$ cat config.mk
export PLATFORM = sky130hd
export DESIGN_NAME = ifetch_unit
export DESIGN_NICKNAME = d
export VERILOG_FILES = /design/src/rtl/ifetch_unit.sv
export SDC_FILE = /design/constraint.sdc
export NUM_CORES = 1
export LEC_CHECK = 0
export ABC_CLOCK_PERIOD_IN_PS = 4600
export CORE_UTILIZATION = 40
export CTS_CLUSTER_SIZE = 14
export DETAILED_ROUTE_END_ITERATION = 12
export SLEW_MARGIN = 20
export SYNTH_ARGS = -nofsm -noshare
export SYNTH_HDL_FRONTEND = slang
export SYNTH_SLANG_ARGS = --single-unit
$ cat constraint.sdc
create_clock -name clk -period 4.6 [get_ports clk]
set_input_delay 0.69 -clock clk [delete_from_list [all_inputs] [get_ports clk]]
set_output_delay 0.69 -clock clk [all_outputs]
set_load 0.02 [all_outputs]
$ cat src/rtl/ifetch_unit.sv
// Instruction fetch unit: credit-limited in-order fetch into a small
// instruction buffer, with redirect/flush and sticky access-fault stop.
module ifetch_unit #(
    parameter logic [31:0] RESET_PC = 32'h0000_0000,
    parameter int unsigned DEPTH    = 2
) (
    input  logic        clk,
    input  logic        rst,
    input  logic        redirect_valid,
    input  logic [31:0] redirect_pc,
    output logic        imem_req_valid,
    output logic [31:0] imem_req_addr,
    input  logic        imem_req_ready,
    input  logic        imem_rsp_valid,
    input  logic [31:0] imem_rsp_data,
    input  logic        imem_rsp_err,
    output logic        instr_valid,
    output logic [31:0] instr,
    output logic [31:0] instr_pc,
    output logic        instr_fault,
    output logic        instr_illegal,
    input  logic        instr_ready
);

    localparam int unsigned PW = (DEPTH > 1) ? $clog2(DEPTH) : 1;
    localparam int unsigned CW = $clog2(DEPTH + 1);
    localparam int unsigned SW = CW + 1;

    typedef enum logic {
        ST_FETCH = 1'b0,
        ST_FAULT = 1'b1
    } state_e;

    typedef struct packed {
        logic [31:0] data;
        logic [31:0] pc;
        logic        err;
    } entry_t;

    state_e          state_q, state_d;
    logic [31:0]     fetch_pc_q, fetch_pc_d;
    logic [CW-1:0]   outst_q, outst_d;
    logic [CW-1:0]   stale_q, stale_d;
    logic [CW-1:0]   occ_q, occ_d;
    logic [PW-1:0]   tag_wr_q, tag_wr_d, tag_rd_q, tag_rd_d;
    logic [PW-1:0]   buf_wr_q, buf_wr_d, buf_rd_q, buf_rd_d;
    logic [31:0]     tag_mem [DEPTH];
    entry_t          buf_mem [DEPTH];

    logic            credit_ok;
    logic            req_fire;
    logic            rsp_fire;
    logic            rsp_stale;
    logic            push;
    logic            pop;
    entry_t          head;

    // Circular pointer increment for a DEPTH-entry ring (DEPTH need not be a power of two)
    function automatic logic [PW-1:0] ptr_inc(input logic [PW-1:0] p);
        return (p == PW'(DEPTH - 1)) ? '0 : PW'(p + 1'b1);
    endfunction

    // Request side: issue only while every slot (in flight or buffered) fits in the buffer
    assign credit_ok      = (SW'(outst_q) + SW'(occ_q)) < SW'(DEPTH);
    assign imem_req_valid = !rst && (state_q == ST_FETCH) && !redirect_valid && credit_ok;
    assign imem_req_addr  = fetch_pc_q;
    assign req_fire       = imem_req_valid & imem_req_ready;

    // Response side: oldest stale_q responses belong to a flushed stream
    assign rsp_fire  = imem_rsp_valid;
    assign rsp_stale = redirect_valid | (stale_q != '0);
    assign push      = rsp_fire & ~rsp_stale;

    // Decoder-facing view of the buffer head
    assign head          = buf_mem[buf_rd_q];
    assign instr_valid   = (occ_q != '0);
    assign instr         = instr_valid ? head.data : 32'h0;
    assign instr_pc      = instr_valid ? head.pc : 32'h0;
    assign instr_fault   = instr_valid & head.err;
    assign instr_illegal = instr_valid & (head.data[1:0] != 2'b11);
    assign pop           = instr_valid & instr_ready;

    // Next-state for FSM, fetch PC, counters and pointers; redirect overrides last
    always_comb begin
        state_d    = state_q;
        fetch_pc_d = fetch_pc_q;
        outst_d    = outst_q + CW'(req_fire) - CW'(rsp_fire);
        stale_d    = stale_q;
        occ_d      = occ_q + CW'(push) - CW'(pop);
        tag_wr_d   = tag_wr_q;
        tag_rd_d   = tag_rd_q;
        buf_wr_d   = buf_wr_q;
        buf_rd_d   = buf_rd_q;

        if (req_fire) begin
            tag_wr_d   = ptr_inc(tag_wr_q);
            fetch_pc_d = fetch_pc_q + 32'd4;
        end
        if (rsp_fire) begin
            tag_rd_d = ptr_inc(tag_rd_q);
            if (stale_q != '0) begin
                stale_d = stale_q - CW'(1);
            end
        end
        if (push) begin
            buf_wr_d = ptr_inc(buf_wr_q);
            if (imem_rsp_err) begin
                state_d = ST_FAULT;
            end
        end
        if (pop) begin
            buf_rd_d = ptr_inc(buf_rd_q);
        end
        if (redirect_valid) begin
            state_d    = ST_FETCH;
            fetch_pc_d = {redirect_pc[31:2], 2'b00};
            stale_d    = outst_d;
            occ_d      = '0;
            buf_wr_d   = '0;
            buf_rd_d   = '0;
        end
    end

    // FSM state register
    always_ff @(posedge clk or posedge rst) begin
        if (rst) begin
            state_q <= ST_FETCH;
        end else begin
            state_q <= state_d;
        end
    end

    // Fetch PC, credit counters and ring pointers
    always_ff @(posedge clk or posedge rst) begin
        if (rst) begin
            fetch_pc_q <= RESET_PC;
            outst_q    <= '0;
            stale_q    <= '0;
            occ_q      <= '0;
            tag_wr_q   <= '0;
            tag_rd_q   <= '0;
            buf_wr_q   <= '0;
            buf_rd_q   <= '0;
        end else begin
            fetch_pc_q <= fetch_pc_d;
            outst_q    <= outst_d;
            stale_q    <= stale_d;
            occ_q      <= occ_d;
            tag_wr_q   <= tag_wr_d;
            tag_rd_q   <= tag_rd_d;
            buf_wr_q   <= buf_wr_d;
            buf_rd_q   <= buf_rd_d;
        end
    end

    // Tag queue and instruction buffer storage (contents qualified by pointers/counts)
    always_ff @(posedge clk) begin
        if (req_fire) begin
            tag_mem[tag_wr_q] <= fetch_pc_q;
        end
        if (push) begin
            buf_mem[buf_wr_q] <= {imem_rsp_data, tag_mem[tag_rd_q], imem_rsp_err};
        end
    end

`ifdef FORMAL
    // A response must always match an outstanding request
    always_comb begin
        if (!rst && imem_rsp_valid) begin
            assert (outst_q != '0);
        end
    end
`endif

endmodule

==> PnR_summary.wiki <==
{| class="wikitable"
! Metric !! Value
|-
| Outcome || completed
|-
| Iteration count of the initial detailed-routing pass || 4
|-
| Post-Place Cells || 1063
|-
| Pin count of the biggest net entering global routing || 47
|-
| Transition time of the tightest slew-check pin || 1030 ps
|-
| Worst slew slack as a fraction of its limit || 30.9%
|-
| Number of core rows || 55
|-
| Power density over cell area || 526 mW/mm^2
|-
| Number of global-route vias before repair || 5873
|-
| Fmax || 0.283 GHz
|-
| Antenna viol nets, final || 0
|-
| Data arrival, critical path || 2850 ps
|-
| Antenna violations before repair || 0
|-
| Die boundary width || 155 um
|-
| GPL Wtd Cong || 0.794
|-
| Synthesis-to-layout area growth || 30.2%
|-
| Average vias per placed instance || 5.21
|-
| Worst setup SP type || flip-flop
|-
| Sum of negative setup slack || 0 ps
|-
| Yosys warnings || 0
|-
| Max-slew violation count || 0
|-
| Cell chosen for the clock root || sky130_fd_sc_hd__clkbuf_16
|-
| Dominant synthesized flop cell || sky130_fd_sc_hd__edfxtp_1
|-
| Post-synth EDFFs || 186
|-
| Final standard cell utilization of the core || 53.4%
|-
| Maximum level of the CTS H-tree || 1
|-
| Hold_buf cts || 0
|-
| Source-to-sink clock delay at the later pin of the worst-skew pair || 510 ps
|-
| Cell area after synthesis || 0.00931 mm^2
|-
| Clock slew seen by the registers of the worst setup and hold paths || 60 ps
|-
| Proportion of synthesized flip-flops having asynchronous set or reset || 18.1%
|-
| Total overflow reported by the global router || 0
|-
| Filler instances || 1901
|-
| Die ar. || 0.0239 mm^2
|-
| Register-to-register path setup slack || 1260 ps
|-
| Min setup slack post-route || 1060 ps
|-
| Worst Hold Class || reg -> reg
|-
| Share of cells above drive strength 1 || 11.4%
|-
| Register area || 0.00662 mm^2
|-
| Yosys reg bits || 227
|-
| Post-cts resize count || 0
|-
| Clock buffers created by TritonCTS || 24
|-
| Starting DRT DRC Count || 310
|-
| Core region area || 0.0227 mm^2
|-
| Maximum vdd ir drop || 0.264 mV
|-
| Post-Place Worst Slack || 1080 ps
|-
| Total power after layout || 6.38 mW
|-
| Count of inserted antenna diode cells || 0
|-
| Worst Setup Path Type || reg -> out
|-
| Total Routing Usage GR || 17.2%
|-
| Worst Hold Margin || 528 ps
|-
| Detail Placement HPWL || 13600 um
|-
| Count of different cell masters after synthesis || 52
|-
| Design area || 0.0121 mm^2
|-
| Top Ports || 171
|-
| Die Y-Extent || 155 um
|-
| Portion of the post-synthesis area used by sequential elements || 71.0%
|-
| Critical path required time || 3910 ps
|-
| Final Cycle Share || 76.9%
|-
| Total Wirelength || 20600 um
|-
| Number of input and output port buffers inserted || 164
|-
| Setup skew after layout || 13.0 ps
|-
| Endpoints failing setup || 0
|-
| Clock period minus final worst setup slack || 3540 ps
|-
| Count of maximum capacitance violations || 0
|-
| Via Count || 5758
|-
| Post-synthesis average cell area || 14.8 um^2
|-
| Buffer levels on the longest clock path || 3
|-
| Critical Path End Type || output port
|-
| Clock Sink Count || 227
|-
| Layout Nets || 882
|-
| Area of the multi-input gates || 0.00255 mm^2
|-
| Starting density of the core || 41.0%
|-
| Post-detailed-route DRC marker count || 0
|-
| Pleak || 4.14 nW
|-
| Global-route wire length before repair || 31800 um
|-
| Number of post-CTS setup repair buffers || 0
|-
| TritonCTS clock tree || built
|-
| Endpoints failing hold || 0
|-
| Filler-free cell count of the finished design || 1106
|-
| Worst-path maximum fanout || 3
|-
| Number of instances in the synthesized netlist || 630
|-
| Average wire per standard cell || 18.6 um
|-
| Placed Area || 0.0113 mm^2
|-
| Setup repair after global routing missed its margin || false
|}
-- sequential cells by signal, indices dropped and copies added (netlist names) --
signal         flops
state_q            1
tag_mem           60
outst_q            2
tag_wr_q           1
buf_mem          126
buf_rd_q           1
imem_req_addr     30
buf_wr_q           1
occ_q              2
tag_rd_q           1
stale_q            2
-- report_power, final --
part           internal [mW]  switching [mW]
logic                  0.800           0.914
clock network           1.18           0.769
registers               2.50           0.214
total                   4.48            1.90
-- cells in the mapped netlist, types with 10 or more instances --
cell | n | area share [%]
sky130_fd_sc_hd__inv_1 | 10 | 0.40
sky130_fd_sc_hd__o211ai_1 | 13 | 1.0
sky130_fd_sc_hd__dfrtp_1 | 41 | 11
sky130_fd_sc_hd__o21ai_0 | 17 | 0.91
sky130_fd_sc_hd__mux2_2 | 32 | 3.9
sky130_fd_sc_hd__edfxtp_1 | 186 | 60
sky130_fd_sc_hd__mux2i_1 | 65 | 7.0
sky130_fd_sc_hd__nand2_1 | 36 | 1.5
sky130_fd_sc_hd__nand3_1 | 16 | 0.86
sky130_fd_sc_hd__nand4_1 | 10 | 0.67
sky130_fd_sc_hd__clkbuf_1 | 16 | 0.64
sky130_fd_sc_hd__nor2_1 | 86 | 3.5
-- routing by layer --
| metal | up-vias | track usage, % | share of wire, % |
|---|---|---|---|
| li1 | 2707 | - | - |
| met5 | - | 0 | 0 |
| met1 | 2845 | 22.0 | 43 |
| met4 | 0 | 5.47 | 2.3 |
| met3 | 29 | 3.14 | 5.0 |
| met2 | 177 | 29.5 | 49 |
-- layout by cell type (no fill, tap or decap), types with 6 or more instances in the layout --
cell type	n
sky130_fd_sc_hd__edfxtp_1	186
sky130_fd_sc_hd__clkdlybuf4s50_1	164
sky130_fd_sc_hd__nor2_1	82
sky130_fd_sc_hd__mux2i_1	65
sky130_fd_sc_hd__dfrtp_1	40
sky130_fd_sc_hd__nand2_1	36
sky130_fd_sc_hd__mux2_2	32
sky130_fd_sc_hd__clkbuf_16	25
sky130_fd_sc_hd__o21ai_0	17
sky130_fd_sc_hd__nand3_1	16
sky130_fd_sc_hd__o211ai_1	13
sky130_fd_sc_hd__buf_4	11
sky130_fd_sc_hd__inv_1	10
sky130_fd_sc_hd__nand4_1	10
sky130_fd_sc_hd__xnor2_1	9
sky130_fd_sc_hd__ha_1	6
sky130_fd_sc_hd__clkbuf_1	6
-- worst max-delay path, stage by stage, from the launching register on --
cell and delay (ps):
sky130_fd_sc_hd__dfrtp_1 420, sky130_fd_sc_hd__and2_1 170, sky130_fd_sc_hd__fa_1 520, sky130_fd_sc_hd__or4_1 520
sky130_fd_sc_hd__nor2_1 110, sky130_fd_sc_hd__clkdlybuf4s50_1 610
-- logic make-up after synthesis --
| kind of cell | share of synthesized area [%] |
|---|---|
| AND/OR/NAND/NOR | 9.31 |
| flip-flops | 71.0 |
| XOR/XNOR | 1.22 |
| AO/OA/AOI/OAI | 4.54 |
| buffers and inverters | 2.02 |
| adder cells (fa/ha/maj) | 1.02 |
| other | 0.0403 |
| multiplexers | 10.9 |
-- final timing paths --
| check | start | endpoint | depth (start not counted) |
|---|---|---|---|
| min | tag_wr_q | tag_wr_q | 1 |
| max | occ_q[0] | imem_req_valid | 5 |
| max reg2reg | occ_q[0] | tag_mem[0][27] | 8 |
| max in group asynchronous | rst | imem_req_addr[29] | 3 |
| min in group asynchronous | rst | tag_rd_q | 2 |
| min reg2reg | tag_wr_q | tag_wr_q | 1 |
-- cell type report --
| cell class | count | area share (%) |
|---|---|---|
| tap | 285 | 2.94 |
| sequential | 227 | 54.6 |
| clock inverter | 11 | 1.13 |
| inverter | 11 | 0.340 |
| timing repair buffer | 177 | 14.5 |
| clock buffer | 32 | 5.46 |
| multi-input combinational | 363 | 21.0 |
Power figures use the tool's default switching activity.
